--- src/rtl/cordic_pkg.sv ---
// Shared CORDIC definitions: gain constant, angle-table helper, pi constant,
// fixed-point multiply helper and the iterative FSM state type.
package cordic_pkg;

    localparam real CORDIC_LAMBDA = 0.6072529350;
    localparam real CORDIC_PI_R   = 3.14159265358979323846;

    typedef enum logic [1:0] {IDLE, ROT, SCALE, DONE} cordic_state_t;

    // atan(2^-i) / pi scaled by 2^w, rounded to nearest (always non-negative)
    function automatic longint cordic_atan(input int i, input int w);
        real th;
        th = $atan(2.0 ** (-i)) / CORDIC_PI_R * (2.0 ** w);
        return longint'($rtoi(th + 0.5));
    endfunction

    // +pi in an angle format where 1.0 (== pi) is 2^w
    function automatic longint cordic_pi(input int w);
        return longint'(1) << w;
    endfunction

    // Inverse CORDIC gain as a Q1.w constant
    function automatic longint cordic_lambda(input int w);
        return longint'($rtoi(CORDIC_LAMBDA * (2.0 ** w) + 0.5));
    endfunction

    // Signed fixed-point multiply followed by an arithmetic right shift
    function automatic longint fx_mul(input longint a, input longint b, input int sh);
        return (a * b) >>> sh;
    endfunction

endpackage

--- src/rtl/cordic_vector_if.sv ---
// Sample-in / result-out handshake bundle of the vectoring CORDIC.
interface cordic_vector_if #(
    parameter int DW = 10,
    parameter int AW = DW
);
    logic                 in_valid;
    logic                 in_ready;
    logic signed [DW-1:0] xin;
    logic signed [DW-1:0] yin;
    logic                 out_valid;
    logic                 out_ready;
    logic signed [DW:0]   mag;
    logic signed [AW-1:0] ang;

    modport master (
        output in_valid, xin, yin, out_ready,
        input  in_ready, out_valid, mag, ang
    );

    modport slave (
        input  in_valid, xin, yin, out_ready,
        output in_ready, out_valid, mag, ang
    );
endinterface

--- src/rtl/cordic_vec_rotator.sv ---
// One vectoring micro-rotation: drives y towards zero, accumulating the angle.
module cordic_vec_rotator #(
    parameter int DW = 10,
    parameter int AW = DW,
    parameter int IW = 4
) (
    input  logic signed [DW+1:0] x,
    input  logic signed [DW+1:0] y,
    input  logic signed [AW+1:0] a,
    input  logic signed [AW+1:0] th,
    input  logic        [IW-1:0] i,
    output logic signed [DW+1:0] x_nxt,
    output logic signed [DW+1:0] y_nxt,
    output logic signed [AW+1:0] a_nxt
);
    logic signed [DW+1:0] xs;
    logic signed [DW+1:0] ys;

    // Rotate clockwise when y >= 0, counter-clockwise otherwise; all terms use old values
    always_comb begin
        xs = x >>> i;
        ys = y >>> i;
        if (!y[DW+1]) begin
            x_nxt = x + ys;
            y_nxt = y - xs;
            a_nxt = a + th;
        end else begin
            x_nxt = x - ys;
            y_nxt = y + xs;
            a_nxt = a - th;
        end
    end
endmodule

--- src/rtl/cordic_vector.sv ---
// Iterative vectoring-mode CORDIC: (x, y) -> (magnitude, phase), one
// micro-rotation per cycle through a shared rotator.
module cordic_vector
    import cordic_pkg::*;
#(
    parameter int DW   = 10,
    parameter int AW   = DW,
    parameter int ITER = DW
) (
    input logic            clk,
    input logic            rst_n,
    cordic_vector_if.slave bus
);
    localparam int     IW     = (ITER > 1) ? $clog2(ITER) : 1;
    localparam int     TN     = 1 << IW;
    localparam longint LAMBDA = cordic_lambda(DW);
    localparam logic signed [AW+1:0] PI_A = (AW+2)'(cordic_pi(AW));

    cordic_state_t        state;
    logic signed [DW+1:0] x_q, y_q, x_nxt, y_nxt;
    logic signed [AW+1:0] a_q, a_nxt;
    logic        [IW-1:0] i_q;
    logic                 zero_flag;
    logic                 out_valid_q;
    logic signed [DW:0]   mag_q;
    logic signed [AW-1:0] ang_q;
    logic signed [DW+1:0] xin_w, yin_w;
    logic signed [AW+1:0] th_tab [TN];
    logic signed [AW+1:0] th;

    // Q1.(DW-1) inputs sign-extended into the Q3.(DW-1) working format
    assign xin_w = (DW+2)'(bus.xin);
    assign yin_w = (DW+2)'(bus.yin);

    // Angle table in Q2.AW; unused slots past ITER-1 are zero
    for (genvar k = 0; k < TN; k++) begin : g_atan
        localparam logic signed [AW+1:0] TH = (k < ITER) ? (AW+2)'(cordic_atan(k, AW)) : '0;
        assign th_tab[k] = TH;
    end
    assign th = th_tab[i_q];

    cordic_vec_rotator #(
        .DW (DW),
        .AW (AW),
        .IW (IW)
    ) u_rot (
        .x     (x_q),
        .y     (y_q),
        .a     (a_q),
        .th    (th),
        .i     (i_q),
        .x_nxt (x_nxt),
        .y_nxt (y_nxt),
        .a_nxt (a_nxt)
    );

    // Remove the CORDIC gain: (x * lambda) >>> DW, truncated to DW+1 bits
    function automatic logic signed [DW:0] scale_mag(input logic signed [DW+1:0] xv);
        longint p;
        p = fx_mul(longint'(xv), LAMBDA, DW);
        return (DW+1)'(p);
    endfunction

    // Control FSM and datapath registers: load/pre-rotate, iterate, scale, hold
    always_ff @(posedge clk or negedge rst_n) begin
        if (!rst_n) begin
            state       <= IDLE;
            x_q         <= '0;
            y_q         <= '0;
            a_q         <= '0;
            i_q         <= '0;
            zero_flag   <= 1'b0;
            out_valid_q <= 1'b0;
            mag_q       <= '0;
            ang_q       <= '0;
        end else begin
            case (state)
                IDLE: begin
                    if (bus.in_valid) begin
                        // Left half-plane: negate the vector and start from +/-pi
                        if (!bus.xin[DW-1]) begin
                            x_q <= xin_w;
                            y_q <= yin_w;
                            a_q <= '0;
                        end else begin
                            x_q <= -xin_w;
                            y_q <= -yin_w;
                            a_q <= bus.yin[DW-1] ? -PI_A : PI_A;
                        end
                        zero_flag <= (bus.xin == '0) && (bus.yin == '0);
                        i_q       <= '0;
                        state     <= ROT;
                    end
                end
                ROT: begin
                    x_q <= x_nxt;
                    y_q <= y_nxt;
                    a_q <= a_nxt;
                    i_q <= i_q + 1'b1;
                    if (i_q == IW'(ITER - 1)) begin
                        state <= SCALE;
                    end
                end
                SCALE: begin
                    // Dropping the guard bit and the top bit wraps exactly +pi to -pi
                    if (zero_flag) begin
                        mag_q <= '0;
                        ang_q <= '0;
                    end else begin
                        mag_q <= scale_mag(x_q);
                        ang_q <= a_q[AW:1];
                    end
                    out_valid_q <= 1'b1;
                    state       <= DONE;
                end
                DONE: begin
                    if (bus.out_ready) begin
                        out_valid_q <= 1'b0;
                        state       <= IDLE;
                    end
                end
                default: state <= IDLE;
            endcase
        end
    end

    assign bus.in_ready  = (state == IDLE);
    assign bus.out_valid = out_valid_q;
    assign bus.mag       = mag_q;
    assign bus.ang       = ang_q;

endmodule

--- src/flat_wrapper.sv ---
// flat-port wrapper written by rule: the top's interface ports become plain ports
module cordic_vector_flat import cordic_pkg::*;
#(
    parameter int DW   = 10,
    parameter int AW   = DW,
    parameter int ITER = DW
)
  (clk, rst_n, bus_in_valid, bus_xin, bus_yin, bus_out_ready, bus_in_ready, bus_out_valid, bus_mag, bus_ang);
  cordic_vector_if #(.DW(DW), .AW(AW)) bus_i ();
  input logic clk;
  input logic rst_n;
  input wire logic [$bits(bus_i.in_valid)-1:0] bus_in_valid;
  input wire logic [$bits(bus_i.xin)-1:0] bus_xin;
  input wire logic [$bits(bus_i.yin)-1:0] bus_yin;
  input wire logic [$bits(bus_i.out_ready)-1:0] bus_out_ready;
  output wire logic [$bits(bus_i.in_ready)-1:0] bus_in_ready;
  output wire logic [$bits(bus_i.out_valid)-1:0] bus_out_valid;
  output wire logic [$bits(bus_i.mag)-1:0] bus_mag;
  output wire logic [$bits(bus_i.ang)-1:0] bus_ang;
  assign bus_i.in_valid = bus_in_valid;
  assign bus_i.xin = bus_xin;
  assign bus_i.yin = bus_yin;
  assign bus_i.out_ready = bus_out_ready;
  assign bus_in_ready = bus_i.in_ready;
  assign bus_out_valid = bus_i.out_valid;
  assign bus_mag = bus_i.mag;
  assign bus_ang = bus_i.ang;
  cordic_vector #(.DW(DW), .AW(AW), .ITER(ITER)) u_core (.clk(clk), .rst_n(rst_n), .bus(bus_i));
endmodule
--- config.mk ---
export PLATFORM = sky130hd
export DESIGN_NAME = cordic_vector_flat
export DESIGN_NICKNAME = d
export VERILOG_FILES = /design/src/rtl/cordic_pkg.sv /design/src/rtl/cordic_vector_if.sv /design/src/rtl/cordic_vec_rotator.sv /design/src/rtl/cordic_vector.sv /design/src/flat_wrapper.sv
export SDC_FILE = /design/constraint.sdc
export NUM_CORES = 1
export LEC_CHECK = 0
export ABC_AREA = 1
export BUFFER_PORTS_ARGS = -buffer_cell sky130_fd_sc_hd__buf_2
export CAP_MARGIN = 15
export CELL_PAD_IN_SITES_DETAIL_PLACEMENT = 0
export CELL_PAD_IN_SITES_GLOBAL_PLACEMENT = 1
export CORE_MARGIN = 2
export CORE_UTILIZATION = 30
export DETAILED_ROUTE_END_ITERATION = 8
export GPL_TIMING_DRIVEN = 0
export PLACE_DENSITY_LB_ADDON = 0.2
export SYNTH_ARGS = -nofsm -noshare
export SYNTH_HDL_FRONTEND = slang
export SYNTH_SLANG_ARGS = --single-unit
--- constraint.sdc ---
create_clock -name clk -period 5.9 [get_ports clk]
set_clock_uncertainty 0.05 [all_clocks]
set_input_delay 0.59 -clock clk [delete_from_list [all_inputs] [get_ports clk]]
set_output_delay 0.59 -clock clk [all_outputs]
set_load 0.05 [all_outputs]
After elaboration in Yosys (flattened, before gate mapping)
Memories as Yosys holds them, arrays and structs flattened.
Cells that the tools add are included.
{"block": "classes", "mux": 25, "bitwise_logic": 1, "reduce_logical": 10, "addsub": 9, "n_lt_le_gt_ge": 1, "shifts": 2, "mul": 1, "n_eq_ne": 7}
{"cell": "$mux W12", "n": 12}
{"cell": "$pmux W12 S2", "n": 3}
{"cell": "$add A12 B12 Y12", "n": 3}
{"cell": "$sub A12 B12 Y12", "n": 3}
{"cell": "$neg A10 Y12", "n": 2}
{"cell": "$sshr A12 B4 Y12", "n": 2}
{"cell": "$logic_not A10 Y1", "n": 2}
{"cell": "$mul A12 B10 Y20 const B", "n": 1}
{"cell": "$mux W11", "n": 1}
{"cell": "$mux W10", "n": 1}
{"cell": "$pmux W2 S4", "n": 1}
{"cell": "$pmux W4 S2", "n": 1}
{"cell": "$mux W2", "n": 3}
{"cell": "$reduce_and A2 Y1", "n": 3}
{"cell": "$ge A5 B5 Y1 const B", "n": 1}
{"cell": "$not A4 Y5", "n": 1}
{"cell": "$add A4 B1 Y4 const B", "n": 1}
{"cell": "$eq A2 B2 Y1 const B", "n": 2}
{"cell": "$eq A4 B4 Y1 const B", "n": 1}
{"cell": "$mux W4", "n": 1}
{"cell": "$ne A2 B2 Y1 const B", "n": 2}
{"cell": "$reduce_bool A2 Y1", "n": 2}
{"cell": "$reduce_and A3 Y1", "n": 1}
{"cell": "$eq A2 B1 Y1 const B", "n": 1}
{"cell": "5 further kinds", "n": 5}
{"block": "totals", "output_inout_bits": 23, "wordCells": 66, "reg_bits": 65, "mem_bits_ro": 192, "n_memories": 1, "in_bits": 24}
{"name": "(no name shown)", "depth": 16, "word_bits": 12, "rd": 1, "rd_clocked_by_memory_dff": 0, "write_ports": 0, "line": "cordic_vector.sv:40", "rtl": "assign th = th_tab[i_q];"}

Depth between registers and ports, before layout
Gate-level depths: netlist (run 1).
{"block": "depth", "word_depth": 7, "mapped_depth": 30}

Modules after synthesis
Synthesis (run 1) repeated with hierarchy kept, for this count alone.
{"block": "unflattened", "cells_unflattened": 1356, "area_unflattened_um2": 9086.2}
{"module": "cordic_vector", "n_inst": 1, "seq_area_each_um2": 1626.6, "area_each_um2": 5776.8, "cells_each": 767}
{"module": "cordic_vec_rotator", "n_inst": 1, "seq_area_each_um2": 0.0, "area_each_um2": 3309.4, "cells_each": 589}

Least setup slack after synthesis (run 1)
Ideal clock, no wire load.
{"block": "synth_path", "kind": "reg2reg", "from": "register u_core.x_q[10]", "to": "register u_core.mag_q[10], in the netlist u_core.bus.mag[10]", "setup_ns": 0.123, "path_slack_ns": 1.495, "n_path_buf": 0, "stages_incl_launch_ff": 21, "t_arrival_ns": 4.232, "synth_period_minus_slack_ns": 4.405, "cell_sequence": "dfrtp_1 -> inv_1 -> ha_1 -> fa_1 -> inv_1 -> fa_1 -> fa_1 -> inv_1 -> fa_1 -> inv_1 -> ha_1 -> nand2_1 -> o21ai_0 -> a21oi_1 -> nand2_1 -> nand2_1 -> nand3_1 -> nand2_1 -> nand2_1 -> o21ai_0 -> nand2_1"}
{"block": "synth_between", "elab_chain_len": 2}
{"element": "from (decl)", "line": "cordic_vector.sv:20", "rtl": "logic signed [DW+1:0] x_q, y_q, x_nxt, y_nxt;"}
{"element": "from (signal assigned)", "line": "cordic_vector.sv:82", "rtl": "x_q <= xin_w;"}
{"element": "from (signal assigned)", "line": "cordic_vector.sv:86", "rtl": "x_q <= -xin_w;"}
{"element": "from (signal assigned)", "line": "cordic_vector.sv:96", "rtl": "x_q <= x_nxt;"}
{"element": "$mul A12 B10 Y20", "line": "cordic_pkg.sv:29", "rtl": "return (a * b) >>> sh;"}
{"element": "$mux W11", "line": "cordic_vector.sv:106", "rtl": "if (zero_flag) begin"}
{"element": "to (signal assigned)", "line": "cordic_vector.sv:110", "rtl": "mag_q <= scale_mag(x_q);"}
{"element": "to (decl)", "line": "cordic_vector.sv:25", "rtl": "logic signed [DW:0] mag_q;"}
Every way passes these cells.
A chain may end at the register's enable or synchronous reset.

Final worst setup path (run 1)
Ends and elaborated chain as after synthesis.

==> metrics.cfg, run 1 <==
[synth]
syn_area_per_cell_sq_um = 6.88
post-synth-top-area-fraction_pct = 18.7
ys_top_cells_by_area = dfrtp_1 (19%), ha_1 (14%), nand2_1 (13%)
synthCells = 1242
synth_area_sq_mm = 0.00854
syn_nets = 1407
async_reset_ff_share_pct = 100
yosysSeqAreaShare_pct = 18.7
ys_warn_count = 0
synthFlopType = dfrtp_1
yosysTopAreaCell = dfrtp_1
synth_seq_cells = 64
synth_edf_count = 0
synth_cell_type_count = 48

[clock_tree]
insertion_delay_ns = 0.35
cts.clk_slew.worst_paths_ns = 0.06
cts_setup_buffers = 0
cts_tree = built
numCtsBuffers = 9
clkSinkCount = 64
cts_buffer_depth = 2
clock_tree.root_cell = clkbuf_16
htree_levels = 3

[routing]
first_pass_iters = 5
wl_per_cell_microns = 15.9
viasPerCell = 4.79
wirelength_microns = 26800
first_iter_violations = 441
vias = 8067
drc = 0
ant_nets = 0

[setup_path]
crit_fanout = 9
arrival_ns = 5.20
worst_setup_path_end_kind = flop
crit_required_ns = 6.08
critPathLaunchType = flop
crit_type = flop to flop

[global_route]
grt_usage_pct = 18.1
grt_remaining_overflow = 0
antenna_found_initial = 1
grt_pass1_vias = 7788
grt_pass1_wl_microns = 42700
grt_max_degree = 61

[floorplan]
io_pins = 47
die_y_microns = 173
die_area_sq_mm = 0.0298
std_cell_rows = 61
initial_core_util_pct = 30.6
die_w_microns = 173
design.core.area_sq_mm = 0.0279

[sta]
fin_crit_sh_pct = 85.0
fin_tns_setup_ns = 0
fin_crit_ns = 5.02
worst_hold_slack_ns = 0.420
relSlewSlack_pct = 37.1
tightestPinTransition_ns = 0.941
max_freq_ghz = 0.199
drv_slew = 0
rsz0062_at_grt = false
setup_slack_ns = 0.882
hold_viol_final = 0
finalSetupViolCount = 0

[place]
port_buffers = 46
dp_hpwl_microns = 21300
preCtsSetupSlack_ns = 0.855
gp_congestion = 0.856

[final_layout]
fin_nets = 1466
drive_above_1_share_pct = 8.66
diodes = 0
area_growth_pct = 11.9

[min_path]
hp-class = flop to flop

[job]
drv_cap = 0

[run_status]
status = finished clean

[worst max-delay path, stage by stage (launching register included)]
cell and delay (ns):
dfrtp_1 0.56, inv_1 0.17, ha_1 0.40, fa_1 0.54
inv_1 0.05, fa_1 0.47, fa_1 0.55, inv_1 0.06
fa_1 0.49, inv_1 0.04, ha_1 0.36, nand2_1 0.11
o21ai_0 0.09, a21oi_1 0.25, nand2_1 0.14, nand2_1 0.09
nand3_1 0.08, nand2_1 0.09, nand2_1 0.06, o21ai_0 0.18
nand2_1 0.06
[timing repair]
| action | in CTS | in global routing |
|---|---|---|
| endpoints found under the hold margin | 4 | 0 |
| gates resized for setup | 0 | 0 |
| setup endpoints to repair | 0 | 0 |
| hold buffers | 1 | 0 |
[registers in the layout, indices dropped and copies added, names as in the netlist]
name	count
u_core.x_q	12
u_core.bus.ang	10
u_core.zero_flag	1
u_core.y_q	12
u_core.bus.out_valid	1
u_core.state	2
u_core.i_q	4
u_core.a_q	11
u_core.bus.mag	11
[final timing paths]
| path | endpoint | slack [ns] | from | cells past startpoint |
|---|---|---|---|---|
| setup / recovery | u_core.bus.mag[10] | 0.88 | u_core.x_q[10] | 20 |
| hold reg to reg | u_core.bus.mag[8] | 0.42 | u_core.bus.mag[8] | 2 |
| min in group asynchronous | u_core.bus.mag[1] | 0.55 | rst_n | 2 |
| hold / removal | u_core.bus.mag[8] | 0.42 | u_core.bus.mag[8] | 2 |
| max in group asynchronous | u_core.y_q[4] | 4.71 | rst_n | 3 |
| setup reg to reg | u_core.bus.mag[10] | 0.88 | u_core.x_q[10] | 20 |
[per-layer routing]
| layer | vias to the layer above | part of all wire, % | global-route usage [%] |
|---|---|---|---|
| met5 | - | 0 | 0 |
| met4 | 0 | 1.7 | 4.45 |
| met3 | 28 | 2.9 | 2.11 |
| met2 | 155 | 43 | 28.7 |
| met1 | 3710 | 52 | 26.2 |
| li1 | 4174 | - | - |
[cells by family after synthesis]
logic type	share of synthesized area (%)
simple gates	26.6
buf+inv	11.4
compound gates	15.6
fa+ha+maj	24.5
flops	18.7
xor+xnor	3.18
[metrics by stage]
| stage | cells | util, % | cell area, sq um |
|---|---|---|---|
| floorplan | 1242 | - | 8540 |
| global placement | 1666 | 33.1 | 9250 |
| detailed placement | 1667 | 33.2 | 9280 |
| CTS | 1683 | 34.2 | 9560 |
| global route | 1683 | 34.2 | 9560 |
| finish | 1683 | 34.2 | 9560 |
[synthesized netlist by cell type (2+ instances only)]
library cell and number:
nor3_1 16, a31oi_1 16, ha_1 97, a21oi_1 80, nand3_2 2, o211ai_1 8
nand3b_1 5, buf_6 6, nor2_1 81, nand2_2 5, nand3_1 101, o221ai_1 2
clkbuf_1 17, inv_1 199, nand2_1 286, o21ai_1 9, xor2_1 20, clkinv_1 2
dfrtp_1 64, o21ai_2 3, a22oi_1 7, nor3_2 2, o22ai_1 9, inv_2 9
nor2_2 6, o21ai_0 86, nand4_1 9, buf_2 9, nor2_4 6, o21bai_1 5
o31ai_1 2, xnor2_1 11, a21o_1 4, fa_1 44
[cell usage in the layout, fill, tap and decap left out, types with 44 or more instances in the layout]
cell,count
inv_1,199
a21oi_1,80
nand2_1,286
nor2_1,81
ha_1,97
o21ai_0,86
buf_2,54
dfrtp_1,64
nand3_1,101
fa_1,44
[area by class of cell]
type                            count  area [sq um]
Buffer                             34           188
Sequential cell                    64          1600
Clock buffer                       12           256
Inverter                          210           788
Fill cell                        3147         18400
Tap cell                          378           473
Timing Repair Buffer               48           270
Clock inverter                      3          17.5
Multi-Input combinational cell    934          5970
Power of run 1 is not shown: default switching activity piles up to over one toggle a cycle in this logic, so the estimate is an artifact.
==> run 2, diff against run 1 <==
CORE_MARGIN = not set   (was 2)
clock period = 6 ns   (was 5.9 ns; I/O delays follow)
==> run 2 against run 1 <==
Compared with the run above: first-iteration DRC count is 4.1% higher; non-clock buffer count fell by 1; final area increased by 0.65%; critical endpoint unchanged; worst hold slack worse by 0.39 ns; sequential share of layout area shrank 0.11 points; routed wire length decreased by 1.0%; via count about the same; global-route usage increased by 1.0 points; worst setup slack better by 0.12 ns; largest cell class unchanged.
==> metrics.cfg, run 2 (same netlist as run 1, synthesis figures left out) <==
[run_status]
status = finished clean

[floorplan]
die_area_sq_mm = 0.0292
std_cell_rows = 61
design.core.area_sq_mm = 0.0279
io_pins = 47
initial_core_util_pct = 30.6
die_y_microns = 171
die_w_microns = 171

[setup_path]
crit_type = flop to flop
critPathLaunchType = flop
crit_family = adder cells
worst_setup_path_end_kind = flop
crit_required_ns = 6.17
path_buf_inv = 4
cp_slowest_cell = dfrtp_1
crit_path_start = u_core.x_q[8]
crit_top_cell = nand2_1
arrival_ns = 5.17
rr_startpoint = u_core.x_q[8]
path_cells = ha_1 > inv_1 > fa_1 > fa_1 > inv_1 > fa_1 > inv_1 > fa_1 > inv_1 > ha_1 > a21oi_1 > o21ai_0 > a21oi_1 > nand2_1 > nand2_1 > nand3_1 > nand2_1 > nand2_1 > o21ai_0 > nand2_1
slowest_delay_ns = 0.57
crit_fanout = 8

[place]
port_buffers = 46
gp_congestion = 0.861
dpl.cell_count = 1667
dp_hpwl_microns = 21400

[clock_tree]
insertion_delay_ns = 0.34
cts_setup_buffers = 0
cts-hold-fix-buffers = 0
clkSinkCount = 64
htree_levels = 3
cts-resized-gates = 0
cts_buffer_depth = 2
cts.clk_slew.worst_paths_ns = 0.07
cts_tree = built
numCtsBuffers = 9
clock_tree.root_cell = clkbuf_16

[global_route]
grt_usage_pct = 19.1
grt_remaining_overflow = 0
grt_pass1_wl_microns = 42600
grt_max_degree = 59
grt_pass1_vias = 7768
antenna_found_initial = 0

[routing]
viasPerCell = 4.79
ant_nets = 0
vias = 8069
first_pass_iters = 5
drc = 0
wirelength_microns = 26500
wl_per_cell_microns = 15.7
first_iter_violations = 459

[final_layout]
diodes = 0
seqCellArea_sq_mm = 0.00160
area_growth_pct = 12.6
nFillCells = 3141
fin_nets = 1465
multi_input_area_sq_mm = 0.00597
drive_above_1_share_pct = 8.74
layout_common_cells = nand2_1 (286), inv_1 (199), nand3_1 (101)
final_common_cell = nand2_1
final_cell_count_no_fill = 1683
biggestRegsByFlops = u_core.x_q (12), u_core.y_q (12)

[sta]
rsz0062_at_grt = false
fin_crit_sh_pct = 83.3
drv_slew = 0
max_freq_ghz = 0.200
fin_crit_ns = 5.00
relSlewSlack_pct = 40.2
tightestPinTransition_ns = 0.894
hold_viol_final = 0
finalSetupViolCount = 0
fin_tns_setup_ns = 0

[job]
drv_cap = 0

[min_path]
hp-class = input pin to asynchronous set/reset pin

==> run 2: worst register-to-register path, cell delays in order (launching register included) <==
cell and delay [ns]:
dfrtp_1 0.57, ha_1 0.42, inv_1 0.06, fa_1 0.50, fa_1 0.49, inv_1 0.05
fa_1 0.52, inv_1 0.05, fa_1 0.49, inv_1 0.04, ha_1 0.34, a21oi_1 0.15
o21ai_0 0.17, a21oi_1 0.28, nand2_1 0.13, nand2_1 0.09, nand3_1 0.08, nand2_1 0.08
nand2_1 0.06, o21ai_0 0.19, nand2_1 0.07
==> run 2: final cells by class <==
cell class	instances	share of cell area, %
Buffer	34	1.95
Multi-Input combinational cell	934	62.0
Tap cell	378	4.91
Sequential cell	64	16.6
Clock buffer	11	2.52
Timing Repair Buffer	47	2.70
Clock inverter	5	1.08
Inverter	210	8.19
==> run 2: per-layer routing <==
layer / share of wire, % / vias to the layer above / global-route usage [%] / wire length, microns
li1: - / 4171 / - / -
met1: 51 / 3713 / 27.1 / 13500
met2: 44 / 168 / 30.7 / 11700
met3: 3.5 / 17 / 2.48 / 931
met4: 1.3 / 0 / 4.27 / 337
met5: 0 / - / 0 / 0
==> run 2: per-stage QoR <==
stage	setup slack, ns	instance area [sq um]	hold WS (ns)	utilization (%)
after floorplan	1.60	8540	0.254	-
after global placement	0.993	9250	0.410	33.1
after detailed placement	0.999	9280	0.399	33.2
after CTS	0.986	9620	0.0150	34.5
after global routing	0.684	9620	0.0262	34.5
final	1.00	9620	0.0307	34.5
==> run 2: path summary, 6_finish.rpt <==
kind | slack [ns] | cells past startpoint | endpoint
setup / recovery | 1.00 | 20 | u_core.bus.mag[10]
hold / removal | 0.03 | 1 | u_core.bus.mag[1]
setup reg to reg | 1.00 | 20 | u_core.bus.mag[10]
hold reg to reg | 0.42 | 2 | u_core.bus.mag[6]
max in group asynchronous | 5.31 | 2 | u_core.x_q[4]
min in group clk | 0.42 | 2 | u_core.bus.mag[6]
Power of run 2 is left out for the same reason.
==> run 3, diff against run 2 <==
ABC_AREA = 0   (was 1)
clock period = 4.2 ns   (was 6 ns; I/O delays follow)
==> run 3 against run 2 <==
Compared with the run above: the run now ends with negative setup slack left; area after synthesis fell by 0.98%; global-route usage rose by 0.41 points; critical path depth fell by 1.
==> metrics.cfg, run 3 <==
[run_status]
violations = negative setup slack
status = finished, violations left

[final_layout]
seqCellArea_sq_mm = 0.00162
biggestRegsByFlops = u_core.x_q (12), u_core.y_q (12)
nFillCells = 2906
drive_above_1_share_pct = 27.1
diodes = 0
area_growth_pct = 28.7
multi_input_area_sq_mm = 0.00682
stdcell_area_sq_mm = 0.0109
fin_nets = 1296
final_common_cell = inv_1
post-route-util_pct = 39.2
layout_common_cells = inv_1 (130), nand2_1 (76), buf_4 (76)

[routing]
ant_nets = 0
first_pass_iters = 5
wl_per_cell_microns = 18.1
drc = 0
dr_wl_met3_microns = 1470
wl_met1_microns = 13100
viasPerCell = 5.01
vias = 7577
wirelength_microns = 27400
top_layer = met5
first_iter_violations = 486
dr_wl_met2_microns = 12200

[synth]
syn_nets = 1161
async_reset_ff_share_pct = 100
synth_area_sq_mm = 0.00846
synth_cell_type_count = 73
yosysMostFrequentCell = inv_1
ys_warn_count = 0
synth_seq_cells = 64
synthCells = 996
synthTopCellsByCount = inv_1 (144), ha_1 (97), nand2_1 (80)
synthFlopType = dfrtp_1
synth_edf_count = 0
syn_area_per_cell_sq_um = 8.49
post-synth-top-area-fraction_pct = 18.9
yosysTopAreaCell = dfrtp_1
yosysSeqAreaShare_pct = 18.9
ys_top_cells_by_area = dfrtp_1 (19%), ha_1 (14%), fa_1 (10%)

[sta]
finalSetupViolCount = 11
relSlewSlack_pct = 40.7
tightestPinTransition_ns = 0.888
fin_crit_ns = 4.61
fin_tns_setup_ns = -2.58
hold_viol_final = 0
fin_crit_sh_pct = 110
drv_slew = 0
setup_slack_ns = -0.408
max_freq_ghz = 0.217
rsz0062_at_grt = true

[setup_path]
critPathLaunchType = flop
r2r-end = u_core.bus.mag[8]
crit_type = flop to flop
rr_startpoint = u_core.x_q[10]
rrSetupSlack_ns = -0.41
arrival_ns = 4.76
crit_required_ns = 4.36
worstRegToRegCells = 19
crit_fanout = 4
worst_setup_path_end_kind = flop

[floorplan]
initial_core_util_pct = 30.5
std_cell_rows = 61
die_y_microns = 170
die_w_microns = 170
design.core.area_sq_mm = 0.0278
io_pins = 47
die_area_sq_mm = 0.0289

[clock_tree]
cts_tree = built
cts_buffer_depth = 2
cts.clk_slew.worst_paths_ns = 0.06
clkSinkCount = 64
clock_tree.root_cell = clkbuf_16
numCtsBuffers = 9
htree_levels = 3
insertion_delay_ns = 0.36

[min_path]
hp-class = input pin to flop
hold_start = bus_out_ready
hold_depth = 3
whs_endpoint = u_core.bus.out_valid

[place]
dp_hpwl_microns = 20000
port_buffers = 46
place_area_sq_mm = 0.00941
gp_congestion = 0.842

[global_route]
grt_max_degree = 59
antenna_found_initial = 1
grt_remaining_overflow = 0
grt_pass1_vias = 7416
grt_usage_pct = 19.5
grt_pass1_wl_microns = 42700

[job]
drv_cap = 0

[run 3: cell types whose count changed in the layout (fill, tap and decap cells not counted), sizes merged, moves of 22 or more]
cell,before,now
buf,64,137
inv,208,147
nand2,292,80
nand3,103,12
o21ai,98,76
xnor2,11,40
[run 3: area by class of cell]
type                       instances  share of cell area [%]
buffer                            44                    2.45
clock buffer                      10                    2.10
sequential                        64                    14.9
clock inverter                     5                   0.528
inverter                         146                    5.17
multi-input combinational        742                    62.6
timing repair buffer             124                    7.94
tap                              378                    4.34
[run 3: worst max path at each step]
stage                              start            endpoint  slack, ns  depth (start not counted)
final                     u_core.x_q[10]   u_core.bus.mag[8]      -0.41                         19
after CTS                  u_core.x_q[9]   u_core.bus.mag[8]      -0.41                         18
after global placement     u_core.i_q[3]      u_core.y_q[11]      -1.08                         16
after global routing      u_core.x_q[10]  u_core.bus.mag[10]      -0.59                         19
after detailed placement   u_core.i_q[3]      u_core.y_q[11]      -1.06                         16
after floorplan           u_core.x_q[10]  u_core.bus.mag[10]      -0.30                         19
[run 3: metal layers]
layer	GRT usage (%)	vias to the layer above
li1	-	3747
met1	27.3	3598
met2	30.4	197
met3	3.44	33
met4	6.11	2
met5	0	-
[run 3: metrics by stage]
stage	instances	worst slack [ns]	hold WS, ns
final	1513	-0.408	0.313
after global routing	1513	-0.588	0.324
after CTS	1489	-0.414	0.301
after detailed placement	1421	-1.06	0.202
after global placement	1420	-1.08	0.447
after floorplan	996	-0.299	0.0744
[run 3: kinds of logic after synthesis]
logic type / count (synthesis) / synth area share (%)
AND/OR/NAND/NOR: 248 / 14.1
AO/OA/AOI/OAI: 246 / 18.1
buffers and inverters: 190 / 8.98
adder cells (fa/ha/maj): 141 / 24.8
XOR/XNOR: 64 / 6.79
flip-flops: 64 / 18.9
multiplexers: 43 / 8.34
[run 3: worst max-delay path, stage by stage, from the launching register on]
cell       delay (ns)
dfrtp_2          0.44
clkbuf_16        0.18
inv_8            0.05
ha_4             0.20
fa_1             0.54
inv_2            0.05
fa_2             0.44
fa_1             0.49
inv_1            0.05
fa_1             0.49
inv_2            0.04
ha_4             0.21
a21o_1           0.15
a21o_1           0.15
a211oi_2         0.23
nand2_2          0.12
a21o_1           0.22
a21oi_2          0.13
xor2_1           0.15
o22ai_1          0.08
[run 3: repair_timing]
action,CTS,global route
endpoints found under the hold margin,6,0
endpoints found under the setup margin,29,24
resized for setup,81,75
pin swaps,43,41
setup buffers,52,25
hold buffers,1,0
Power of run 3 is left out for the same reason.
